==> config.mk <==
export PLATFORM = sky130hd
export DESIGN_NAME = vga_fb_arbiter
export DESIGN_NICKNAME = d
export VERILOG_FILES = /design/src/rtl/vga_fb_arbiter.sv
export SDC_FILE = /design/constraint.sdc
export NUM_CORES = 1
export LEC_CHECK = 0
export BUFFER_PORTS_ARGS = -buffer_cell sky130_fd_sc_hd__buf_2
export CAP_MARGIN = 20
export CORE_ASPECT_RATIO = 1.25
export CORE_MARGIN = 3
export CORE_UTILIZATION = 30
export DETAILED_ROUTE_END_ITERATION = 10
export GPL_TIMING_DRIVEN = 0
export REMOVE_ABC_BUFFERS = 1
export SETUP_SLACK_MARGIN = 0.5
export SYNTH_ARGS = -nofsm -noshare
export SYNTH_HDL_FRONTEND = slang
export SYNTH_SLANG_ARGS = --single-unit
==> constraint.sdc <==
create_clock -name clk -period 7.6 [get_ports clk]
set_input_delay 1.52 -clock clk [delete_from_list [all_inputs] [get_ports clk]]
set_output_delay 1.52 -clock clk [all_outputs]
set_load 0.01 [all_outputs]
==> src/rtl/vga_fb_arbiter.sv <==
// Framebuffer RAM arbiter: VGA prefetch into a show-ahead FIFO plus a valid/ready pixel writer.
// Define STATS_EN to add the saturating underflow_cnt and wr_stall_cnt outputs.
module vga_fb_arbiter #(
  parameter int FB_PIXELS  = 307200,
  parameter int ADDR_W     = 19,
  parameter int FIFO_DEPTH = 16,
  parameter int LOW_WM     = 4,
  parameter int HIGH_WM    = 12
) (
  input  logic              clk,
  input  logic              rst,
  input  logic              frame_start,
  input  logic              pix_pop,
  output logic [11:0]       vga_data,
  output logic              underflow,
  input  logic              wr_valid,
  output logic              wr_ready,
  input  logic [ADDR_W-1:0] wr_addr,
  input  logic [11:0]       wr_data,
  output logic              mem_en,
  output logic              mem_we,
  output logic [ADDR_W-1:0] mem_addr,
  output logic [11:0]       mem_wdata,
  input  logic [11:0]       mem_rdata
`ifdef STATS_EN
  ,
  output logic [15:0]       underflow_cnt,
  output logic [15:0]       wr_stall_cnt
`endif
);
  localparam int PTR_W = $clog2(FIFO_DEPTH);
  localparam int LVL_W = PTR_W + 1;
  localparam logic [LVL_W-1:0]  DEPTH_L   = LVL_W'(FIFO_DEPTH);
  localparam logic [LVL_W-1:0]  LOW_L     = LVL_W'(LOW_WM);
  localparam logic [LVL_W-1:0]  HIGH_L    = LVL_W'(HIGH_WM);
  localparam logic [ADDR_W-1:0] LAST_ADDR = ADDR_W'(FB_PIXELS - 1);

  localparam logic [1:0] S_URGENT = 2'd0;
  localparam logic [1:0] S_NORMAL = 2'd1;
  localparam logic [1:0] S_FLUSH  = 2'd2;

  logic [1:0]        state_q, state_d;
  logic [LVL_W-1:0]  level_q, level_d;
  logic [PTR_W-1:0]  wr_ptr_q, wr_ptr_d, rd_ptr_q, rd_ptr_d;
  logic [ADDR_W-1:0] fetch_addr_q, fetch_addr_d;
  logic              inflight_q, inflight_d;
  logic              underflow_q, underflow_d;
  logic [11:0]       fifo_mem [FIFO_DEPTH];

  logic fifo_empty, space_ok, grant_wr, rd_issue, push, pop, uf_event;

  // space_ok counts the outstanding read so the FIFO can never overflow on its return
  always_comb begin
    fifo_empty = (level_q == '0);
    space_ok   = (level_q + LVL_W'(inflight_q)) < DEPTH_L;
    grant_wr   = !rst && (state_q == S_NORMAL) && (level_q >= LOW_L) && wr_valid;
    rd_issue   = !rst && !frame_start && (state_q != S_FLUSH) && !grant_wr && space_ok;
    push       = inflight_q && !frame_start;
    pop        = pix_pop && !fifo_empty && !frame_start;
    uf_event   = pix_pop && fifo_empty && !frame_start;
  end

  always_comb begin
    wr_ready  = grant_wr;
    mem_en    = grant_wr || rd_issue;
    mem_we    = grant_wr;
    mem_addr  = '0;
    mem_wdata = '0;
    if (grant_wr) begin
      mem_addr  = wr_addr;
      mem_wdata = wr_data;
    end else if (rd_issue) begin
      mem_addr  = fetch_addr_q;
    end
    vga_data  = (rst || fifo_empty) ? 12'h000 : fifo_mem[rd_ptr_q];
    underflow = underflow_q;
  end

  always_comb begin
    state_d      = state_q;
    level_d      = level_q;
    wr_ptr_d     = wr_ptr_q;
    rd_ptr_d     = rd_ptr_q;
    fetch_addr_d = fetch_addr_q;
    inflight_d   = rd_issue;
    underflow_d  = underflow_q | uf_event;
    if (frame_start) begin
      // Frame restart overrides any pop or read return in the same cycle
      state_d      = S_FLUSH;
      level_d      = '0;
      wr_ptr_d     = '0;
      rd_ptr_d     = '0;
      fetch_addr_d = '0;
      inflight_d   = 1'b0;
    end else begin
      case (state_q)
        S_URGENT: if (level_q >= HIGH_L) state_d = S_NORMAL;
        S_NORMAL: if (level_q < LOW_L)   state_d = S_URGENT;
        default:  state_d = S_URGENT;
      endcase
      if (push) wr_ptr_d = wr_ptr_q + PTR_W'(1);
      if (pop)  rd_ptr_d = rd_ptr_q + PTR_W'(1);
      case ({push, pop})
        2'b10:   level_d = level_q + LVL_W'(1);
        2'b01:   level_d = level_q - LVL_W'(1);
        default: level_d = level_q;
      endcase
      if (rd_issue)
        fetch_addr_d = (fetch_addr_q == LAST_ADDR) ? '0 : fetch_addr_q + ADDR_W'(1);
    end
  end

  always_ff @(posedge clk) begin
    if (rst) begin
      state_q      <= S_URGENT;
      level_q      <= '0;
      wr_ptr_q     <= '0;
      rd_ptr_q     <= '0;
      fetch_addr_q <= '0;
      inflight_q   <= 1'b0;
      underflow_q  <= 1'b0;
    end else begin
      state_q      <= state_d;
      level_q      <= level_d;
      wr_ptr_q     <= wr_ptr_d;
      rd_ptr_q     <= rd_ptr_d;
      fetch_addr_q <= fetch_addr_d;
      inflight_q   <= inflight_d;
      underflow_q  <= underflow_d;
    end
  end

  // Pixel storage carries no reset; occupancy is tracked by level_q alone
  always_ff @(posedge clk) begin
    if (push) fifo_mem[wr_ptr_q] <= mem_rdata;
  end

`ifdef STATS_EN
  logic [15:0] uf_cnt_q, stall_cnt_q;

  always_ff @(posedge clk) begin
    if (rst) begin
      uf_cnt_q    <= '0;
      stall_cnt_q <= '0;
    end else begin
      if (uf_event && (uf_cnt_q != 16'hFFFF))
        uf_cnt_q <= uf_cnt_q + 16'd1;
      if (wr_valid && !wr_ready && (stall_cnt_q != 16'hFFFF))
        stall_cnt_q <= stall_cnt_q + 16'd1;
    end
  end

  assign underflow_cnt = uf_cnt_q;
  assign wr_stall_cnt  = stall_cnt_q;
`endif

endmodule

### Yosys cells after proc, flatten, opt, wreduce, memory -nomap -nowiden

Memories as Yosys holds them, arrays and structs flattened. A register that Yosys moved wholly into a read port is not among the register bits.
Index checks and enable logic that the tools add are counted.

* eq/ne operators: 9
* order comparisons: 4
* multiplexer cells: 14
* bitwise logic cells: 1
* $add $sub $neg: 6
* reduce and logical (&&, ||, !) cells: 24

Operator list (number)
* $mux 19: 3
* $mux 12: 2
* $add 19x1->19 const B: 1
* $eq 19x19->1 const B: 1
* $logic_and 1x1->1: 12
* $pmux 5 s2: 1
* $add 4x1->4 const B: 2
* $mux 4: 2
* $mux 2: 3
* $add 5x1->5: 1
* $add 5x1->5 const B: 1
* $ge 5x3->1 const B: 1
* $ge 5x4->1 const B: 1
* $logic_not 5->1: 1
* $lt 5x3->1 const B: 1
* $lt 5x5->1 const B: 1
* $sub 5x1->5 const B: 1
* $eq 2x1->1 const B: 2
* $logic_not 1->1: 4
* $ne 2x2->1 const B: 2
* $pmux 2 s2: 1
* $reduce_and 2->1: 2
* $ne 3x2->1 const B: 1
* $ne 3x3->1 const B: 1
* 8 further kinds: 10

* RAM bits: 192
* input bits: 48
* register bits after elaboration: 36
* logic and storage cells: 67
* memories kept: 1
* output and inout port bits: 47

Memory list
* fifo_mem: words 16, bits a word 12, rd ports 1, clocked after Yosys merged registers in 1, wr ports 1, line 48 `logic [11:0] fifo_mem [FIFO_DEPTH];`

### Depth between registers and ports, before layout

Gate-level depths: netlist (run 1).

* depth after elaboration: 9
* gate-level depth with buffers: 12

### Least setup slack after synthesis (run 1)

No wires, ideal clock.

* path kind: input-to-output
* from: input port frame_start
* to: output port mem_addr[10]
* buffers on the path: 2
* path slack: 3121 ps
* stages on the path: 7
* data required time: 6080 ps
* data arrival time: 2959 ps
* path through: or2_1 > dlymetal6s2s_1 > a221oi_4 > nand3_1 > inv_1 > clkbuf_1 > a22o_1

* word-level cells in the longest chain between the ends: 7

RTL lines
* from (decl): line 12 `input logic frame_start,`
* $logic_not 1->1: line 57 `rd_issue = !rst && !frame_start && (state_q != S_FLUSH) && !grant_wr && space_ok;`
* $logic_and 1x1->1 (4 in a row): line 57
* $mux 19: line 72 `end else if (rd_issue) begin`
* $mux 19: line 69 `if (grant_wr) begin`
* to (decl): line 22 `output logic [ADDR_W-1:0] mem_addr,`

Every way passes these cells.

### Final worst setup path (run 1)

* from: input port frame_start
* to: output port mem_addr[12]

Same word-level chain as after synthesis.

==> results of run 1 <==
[metal layers]
layer  global-route usage  vias up  wire length (um)
met4               0.0245        0               294
met1                0.156     2803              8780
met5                    0        -                 0
li1                     -     2503                 -
met3               0.0183       25              1190
met2                0.214      171             10700
[state kept, by name, indices dropped and copies added (netlist names), named ones only]
register,flops
fetch_addr_q,19
fifo_mem,192
inflight_q,1
level_q,5
rd_ptr_q,4
state_q,2
underflow,1
wr_ptr_q,4
[final timing paths]
kind,from,endpoint,slack (ns),depth (start not counted)
worst max-delay path,frame_start,mem_addr[12],1.88,8
worst min-delay path,underflow,underflow,0.49,2
worst max register to register,level_q[1],fetch_addr_q[14],4.63,6
worst min register to register,underflow,underflow,0.49,2
[layout by cell type, fill, tap and decap left out, drive strengths merged, types with 10 or more instances in the layout]
cell type	instances
edfxtp	192
dfxtp	40
or3	10
nor2	40
clkbuf	31
nor2b	15
o21ai	15
a21oi	12
buf	108
mux4	60
nand2	20
nor3	10
a22o	17
and2	12
[stage by stage]
stage               total power [mW]  utilization  instances
CTS                             2.67        0.370       1101
global placement                1.46        0.335       1042
detailed placement              1.46        0.344       1056
global route                    2.73        0.370       1101
floorplan                       1.43            -        541
finish                          2.64        0.370       1101
[worst max-delay path: stages]
cell	delay, ns
buf_2	0.14
or2_1	0.45
buf_16	0.26
a221oi_4	0.29
nand3_1	0.47
inv_1	0.69
a22o_1	0.23
buf_2	0.13
[power breakdown]
part           internal, mW  switching (mW)
clock                 0.740           0.466
sequential             1.38         0.00327
combinational        0.0202          0.0324
total                  2.14           0.501
[cell type report]
class / instances / area share
sequential: 232 / 0.566
multi-input combinational: 300 / 0.255
timing repair buffer: 108 / 0.0610
clock buffer: 31 / 0.0558
tap: 407 / 0.0439
clock inverter: 14 / 0.0151
inverter: 9 / 0.00291
[cells by family (layout without fill, tap and decap cells)]
| logic type | Yosys count | after routing | synth area share |
|---|---|---|---|
| flops | 232 | 232 | 0.680 |
| simple gates | 146 | 146 | 0.0818 |
| mux | 68 | 68 | 0.148 |
| xor+xnor | 11 | 11 | 0.00998 |
| fa+ha+maj | 10 | 10 | 0.0127 |
| buf+inv | 40 | 162 | 0.0184 |
| compound gates | 65 | 65 | 0.0487 |
==> impl_metrics.toml, run 1 <==
[grt]
grt_pass1_wl_um = 32000
gr-total-overflow = 0
grt_pass1_vias = 5405
antenna_found_initial = 0
grt_start_max_net_pins = 28
globalRouteTotalUtil = 0.119

[sta]
fin_setup_tns_ns = 0
layout_min_cycle_time_ns = 5.72
drv_slew = 0
whs_ns = 0.487
setup_viol = 0
rsz0062_at_grt = "no"
fin_ws_ns = 1.88
fmax_ghz = 0.175
worst_pin_slew_ns = 1.04
skew_ns = 0.0133
relSlewSlack = 0.306
timing.final.crit_share = 0.752
hold_viol = 0

[clock_network]
clkTransAtPathRegs_ns = 0.06
post_cts_buffers = 0
cts_tree = "yes"
postCtsHoldBufs = 0
cts_sinks = 232
cts_buffers = 25
ctsHtreeMaxLevel = 1
cts-root-buf = "clkbuf_16"
insertion_delay_ns = 0.51
cts_resized = 0
cts_buffer_depth = 3

[power]
peakVddDrop_mv = 0.148
power_density_nw_per_um2 = 227
leakage_nw = 3.79

[routing]
avgViaCountPerCell = 5.00
wl_per_cell_um = 19.1
drt-initial-drc-count = 448
first_pass_iters = 5
vias = 5502
ant_nets = 0
wl_um = 21000
drcViolationCount = 0

[critical_path]
path_max_fanout = 20
required_ns = 6.08
critPathLaunchType = "primary input"
path_class = "in -> out"
cp-end-kind = "output port"
arrival_ns = 4.20

[floorplanning]
io-pin-count = 95
die_w_um = 166
rows = 72
dieArea_um2 = 34400
start_util = 0.308
die_height_um = 207
core_area_um2 = 31400

[logic_synthesis]
yosysTopAreaCell = "edfxtp_1"
synth_ff_type = "edfxtp_1"
yosysMostFrequentCell = "edfxtp_1"
yosysWarnings = 0
yosysUniqueCellTypes = 55
ys_seq_elements = 232
synth_area_um2 = 9650
yosysTopAreaCellShare = 0.597
synth-seq-area-share = 0.680
synth_area_leaders = "edfxtp_1 (60%), mux4_2 (14%), dfxtp_1 (8.3%)"
async_reset_ff_frac = 0
synth_common_cells = "edfxtp_1 (192), mux4_2 (60), dfxtp_1 (40)"
synth_cells = 572
avgSynthCellArea_um2 = 16.9
synth_edf_count = 192

[place]
globalplace.congestion = 0.713
dp_hpwl_um = 13500
portBuffers = 94
dp_slack_ns = 1.80
placed_area_um2 = 10800

[finish]
regArea_um2 = 6570
final_cell_area_um2 = 11600
syn2layout_area_growth_pct = 20.2
nNetsFinal = 733
multi_input_area_um2 = 2960
drive_gt1_frac = 0.339
diodes = 0
fill_cells = 2915

[run_status]
outcome = "finished clean"

[job]
cap_violations = 0

[hold_path]
hold_class = "reg -> reg"
(Power assumes the default switching activity.)
==> run 2: changes to the inputs <==
==> constraint.sdc (replaced) <==
create_clock -name clk -period 4.8 [get_ports clk]
set_input_delay 0.96 -clock clk [delete_from_list [all_inputs] [get_ports clk]]
set_output_delay 0.96 -clock clk [all_outputs]
set_load 0.01 [all_outputs]
==> run 2 against run 1 <==
  * Cell count is 0.27% higher
  * Global-route usage hardly changed
  * Combinational power is 64% higher
  * Non-clock buffer count is 2 higher
  * Sequential cell count stayed put
  * Register-to-register slack worse by 2.6 ns
  * Clock power is 58% higher
  * Via count is 0.65% lower
  * Worst hold slack hardly changed
  * Sequential share of layout area is 0.19 points lower
  * Critical endpoint is now mem_addr[2]
  * Largest cell class unchanged
==> impl_metrics.toml, run 2 (synthesized netlist as in run 1, its figures left out) <==
[sta]
layout_min_cycle_time_ns = 3.97
drv_slew = 0
rsz0062_at_grt = "no"
hold_viol = 0
worst_pin_slew_ns = 1.04
whs_ns = 0.487
relSlewSlack = 0.307
skew_ns = 0.0121
fin_ws_ns = 0.828
timing.final.crit_share = 0.827
setup_viol = 0
fmax_ghz = 0.252

[finish]
final_common_cell = "edfxtp_1"
nNetsFinal = 736
largest-register = "fifo_mem"
mostFrequentLayoutCells = "edfxtp_1 (192), buf_2 (94), mux4_2 (60)"
diodes = 0
largestRegisters = "fifo_mem: 192 flops, fetch_addr_q: 19 flops, level_q: 5 flops"
syn2layout_area_growth_pct = 20.6
largest_register_ffs = 192
fill_cells = 2912
drive_gt1_frac = 0.344
multi_input_area_um2 = 2970
regArea_um2 = 6570
final_cell_area_um2 = 11600

[critical_path]
required_ns = 3.84
arrival_ns = 3.01
slowest_delay_ns = 0.45
critPathLaunchType = "primary input"
path_class = "in -> out"
path_cells = "buf_2, or2_1, buf_16, a221oi_4, nand3_4, clkinvlp_4, buf_4, a22o_1, buf_2"
cp-end-kind = "output port"
ff2ff_path_depth = 9
cp_slowest_cell = "or2_1"
timing.rr.start = "level_q[2]"
cp_common_cell = "buf_2"
path_max_fanout = 19
r2r-end = "level_q[4]"
r2r_slack_ns = 2.08

[hold_path]
hp-start = "underflow"
worstHoldPathCells = 2
hold_class = "reg -> reg"
hold_end = "underflow"

[grt]
grt_start_max_net_pins = 28
antenna_found_initial = 0
globalRouteTotalUtil = 0.120
gr-total-overflow = 0
grt_pass1_wl_um = 32100
grt_pass1_vias = 5420

[power]
leakage_nw = 3.79
power_density_nw_per_um2 = 359
peakVddDrop_mv = 0.235

[routing]
wl_um = 21000
drt-initial-drc-count = 475
avgViaCountPerCell = 4.95
drcViolationCount = 0
vias = 5466
first_pass_iters = 4
ant_nets = 0
wl_per_cell_um = 19.1

[place]
placed_area_um2 = 10800
dp_slack_ns = 0.117
portBuffers = 94
dp_hpwl_um = 13500
globalplace.congestion = 0.713

[clock_network]
cts_tree = "yes"
cts_buffer_depth = 3
postCtsHoldBufs = 0
cts-root-buf = "clkbuf_16"
insertion_delay_ns = 0.51
ctsHtreeMaxLevel = 1
cts_buffers = 25
cts_sinks = 232
clkTransAtPathRegs_ns = 0.06

[floorplanning]
io-pin-count = 95
dieArea_um2 = 34400
start_util = 0.308
die_w_um = 166
core_area_um2 = 31400
rows = 72
die_height_um = 207

[job]
cap_violations = 0

[run_status]
outcome = "finished clean"
-- run 2: cell types whose count changed in the layout (fill, tap and decap cells not counted) --
cell        previous run  this run
buf_4                  0         2
clkinvlp_4             2         4
inv_1                  9         8
nand3_1                8         7
nand3_4                0         1
-- run 2: report_power, final --
group          total (mW)  leakage [nW]  internal (mW)  switching, mW
combinational      0.0865          1.34         0.0337         0.0528
clock                1.91         0.396           1.17          0.738
sequential           2.19          2.05           2.18        0.00521
-- run 2: per-layer routing --
| layer | global-route usage | part of all wire |
|---|---|---|
| met1 | 0.156 | 0.42 |
| met3 | 0.0183 | 0.052 |
| met5 | 0 | 0 |
| met4 | 0.0245 | 0.014 |
| met2 | 0.215 | 0.51 |
-- run 2: area by class of cell --
| type | count | area share |
|---|---|---|
| well taps | 407 | 0.0437 |
| repair buffers | 110 | 0.0621 |
| repair inverters | 1 | 0.000645 |
| inverters | 9 | 0.00322 |
| clock buffers | 31 | 0.0557 |
| flip-flops and latches | 232 | 0.564 |
| clock inverters | 14 | 0.0150 |
| multi-input cells | 300 | 0.255 |
-- run 2: worst max-delay path by stage --
stage | from | endpoint | slack (ns)
floorplan | flip-flop | vga_data[0] | 0.49
global placement | flip-flop | vga_data[11] | -0.60
detailed placement | frame_start | mem_addr[13] | 0.12
CTS | frame_start | mem_addr[13] | 0.59
global route | frame_start | mem_addr[6] | 0.63
finish | frame_start | mem_addr[2] | 0.83
-- run 2: what timing repair did --
action,CTS,global route
cloned,1,0
resized for setup,3,1
setup endpoints to repair,17,17
pin swaps,0,0
buffers inserted,0,2
-- run 2: worst max-delay path: cells and delay by family --
kind,cells,cell delay [ns]
compound gates,2,0.47
buf+inv,5,0.85
simple gates,2,0.71
-- run 2: metrics by stage --
step / cells / utilization / total power [mW] / setup TNS [ns]
2_1_floorplan: 541 / - / 2.26 / 0
3_3_place_gp: 1042 / 0.335 / 2.31 / -7.37
3_5_place_dp: 1056 / 0.344 / 2.31 / 0
4_1_cts: 1102 / 0.371 / 4.22 / 0
5_1_grt: 1104 / 0.371 / 4.32 / 0
6_report: 1104 / 0.371 / 4.18 / 0
==> run 3: changes to the inputs <==
==> constraint.sdc (replaced) <==
create_clock -name clk -period 3.9 [get_ports clk]
set_input_delay 0.78 -clock clk [delete_from_list [all_inputs] [get_ports clk]]
set_output_delay 0.78 -clock clk [all_outputs]
set_load 0.01 [all_outputs]
==> run 3 against run 2 <==
  * Global-route usage up 0.074 points
  * Non-clock buffer count grew 9
  * Sequential power increased by 23%
  * Utilization is 0.34 points higher
  * Die area did not move
  * Worst hold slack improved by 0.0080 ns
  * First-iteration DRC count is 9.9% lower
  * Register-to-register slack worse by 0.86 ns
==> impl_metrics.toml, run 3 (synthesized netlist as in run 1, its figures left out) <==
[floorplanning]
die_height_um = 207
start_util = 0.308
die_w_um = 166
core_area_um2 = 31400
rows = 72
dieArea_um2 = 34400
io-pin-count = 95

[clock_network]
ctsHtreeMaxLevel = 1
cts-root-buf = "clkbuf_16"
insertion_delay_ns = 0.51
cts_buffer_depth = 3
cts_sinks = 232
clkTransAtPathRegs_ns = 0.06
cts_tree = "yes"
cts_buffers = 25
postCtsHoldBufs = 0

[finish]
syn2layout_area_growth_pct = 21.7
mostFrequentLayoutCells = "edfxtp_1 (192), buf_2 (94), mux4_2 (60)"
drive_gt1_frac = 0.357
final_common_cell = "edfxtp_1"
final_core_util = 0.375
largestRegisters = "fifo_mem: 192 flops, fetch_addr_q: 19 flops, level_q: 5 flops"
largest_register_ffs = 192
largest-register = "fifo_mem"
diodes = 0
nNetsFinal = 745

[routing]
wl_per_cell_um = 19.1
ant_nets = 0
first_pass_iters = 5
drcViolationCount = 0
wl_um = 21300
vias = 5479
avgViaCountPerCell = 4.92
drt-initial-drc-count = 428

[hold_path]
hold_class = "reg -> reg"

[sta]
layout_min_cycle_time_ns = 3.27
setup_viol = 0
skew_ns = 0.0135
worst_pin_slew_ns = 1.03
rsz0062_at_grt = "no"
drv_slew = 0
hold_viol = 0
fin_setup_tns_ns = 0
relSlewSlack = 0.308
fmax_ghz = 0.306
timing.final.crit_share = 0.838

[grt]
globalRouteTotalUtil = 0.121
gr-total-overflow = 0
grt_start_max_net_pins = 28
grt_pass1_wl_um = 32400
grt_pass1_vias = 5487
antenna_found_initial = 0

[critical_path]
required_ns = 3.12
path_max_fanout = 27
arrival_ns = 2.49
path_class = "reg -> out"
cp-end-kind = "output port"
critPathLaunchType = "flip-flop"

[place]
globalplace.congestion = 0.713
portBuffers = 94
dp_hpwl_um = 13500

[power]
power_density_nw_per_um2 = 439
peakVddDrop_mv = 0.292
leakage_nw = 3.85

[run_status]
outcome = "finished clean"

[job]
cap_violations = 0
==> run 3: worst paths after layout <==
check	startpoint	to	slack [ns]	cells past startpoint
worst min register to register	underflow	underflow	0.49	2
worst max-delay path	flip-flop	vga_data[8]	0.63	5
worst min-delay path	underflow	underflow	0.49	2
worst max register to register	level_q[4]	level_q[4]	1.22	10
==> run 3: layer usage <==
| metal | up-vias | GRT usage | share of wire |
|---|---|---|---|
| met5 | - | 0 | 0 |
| met3 | 25 | 0.0189 | 0.051 |
| met2 | 159 | 0.216 | 0.51 |
| li1 | 2523 | - | - |
| met1 | 2772 | 0.156 | 0.43 |
| met4 | 0 | 0.0253 | 0.014 |
==> run 3: report_power, final <==
part           total (mW)  switching [mW]  internal, mW
Sequential           2.69         0.00590          2.68
Combinational       0.112          0.0670        0.0454
Clock                2.35           0.909          1.44
==> run 3: final cells by class <==
class	count	area [um^2]
Fill cell	2905	19600
Clock inverter	14	175
Multi-Input combinational cell	300	2980
Timing Repair inverter	1	7.51
Timing Repair Buffer	119	823
Sequential cell	232	6580
Inverter	9	37.5
Clock buffer	31	648
Tap cell	407	509
==> run 3: critical path: stages, from the launching register on <==
cell and delay, ns:
dfxtp_4 0.39, buf_16 0.23, mux4_2 0.54, mux4_2 0.46
nor2b_1 0.18, buf_2 0.17
==> run 3: what timing repair did <==
item,CTS,global route
endpoints found under the setup margin,27,17
gates cloned,1,0
gates resized for setup,8,2
setup buffers,9,2
pin swaps,1,0
==> run 3: per-stage QoR <==
| step | setup WS [ns] | instance area [um^2] | std cells | hold WS [ns] | total power, mW |
|---|---|---|---|---|---|
| global route | 0.531 | 11800 | 1113 | 0.524 | 5.33 |
| detailed placement | -0.423 | 10800 | 1056 | 0.468 | 2.85 |
| CTS | 0.561 | 11700 | 1111 | 0.488 | 5.20 |
| finish | 0.631 | 11800 | 1113 | 0.495 | 5.15 |
| global placement | -1.32 | 10500 | 1042 | 0.451 | 2.84 |
| floorplan | -0.228 | 9510 | 541 | 0.461 | 2.78 |
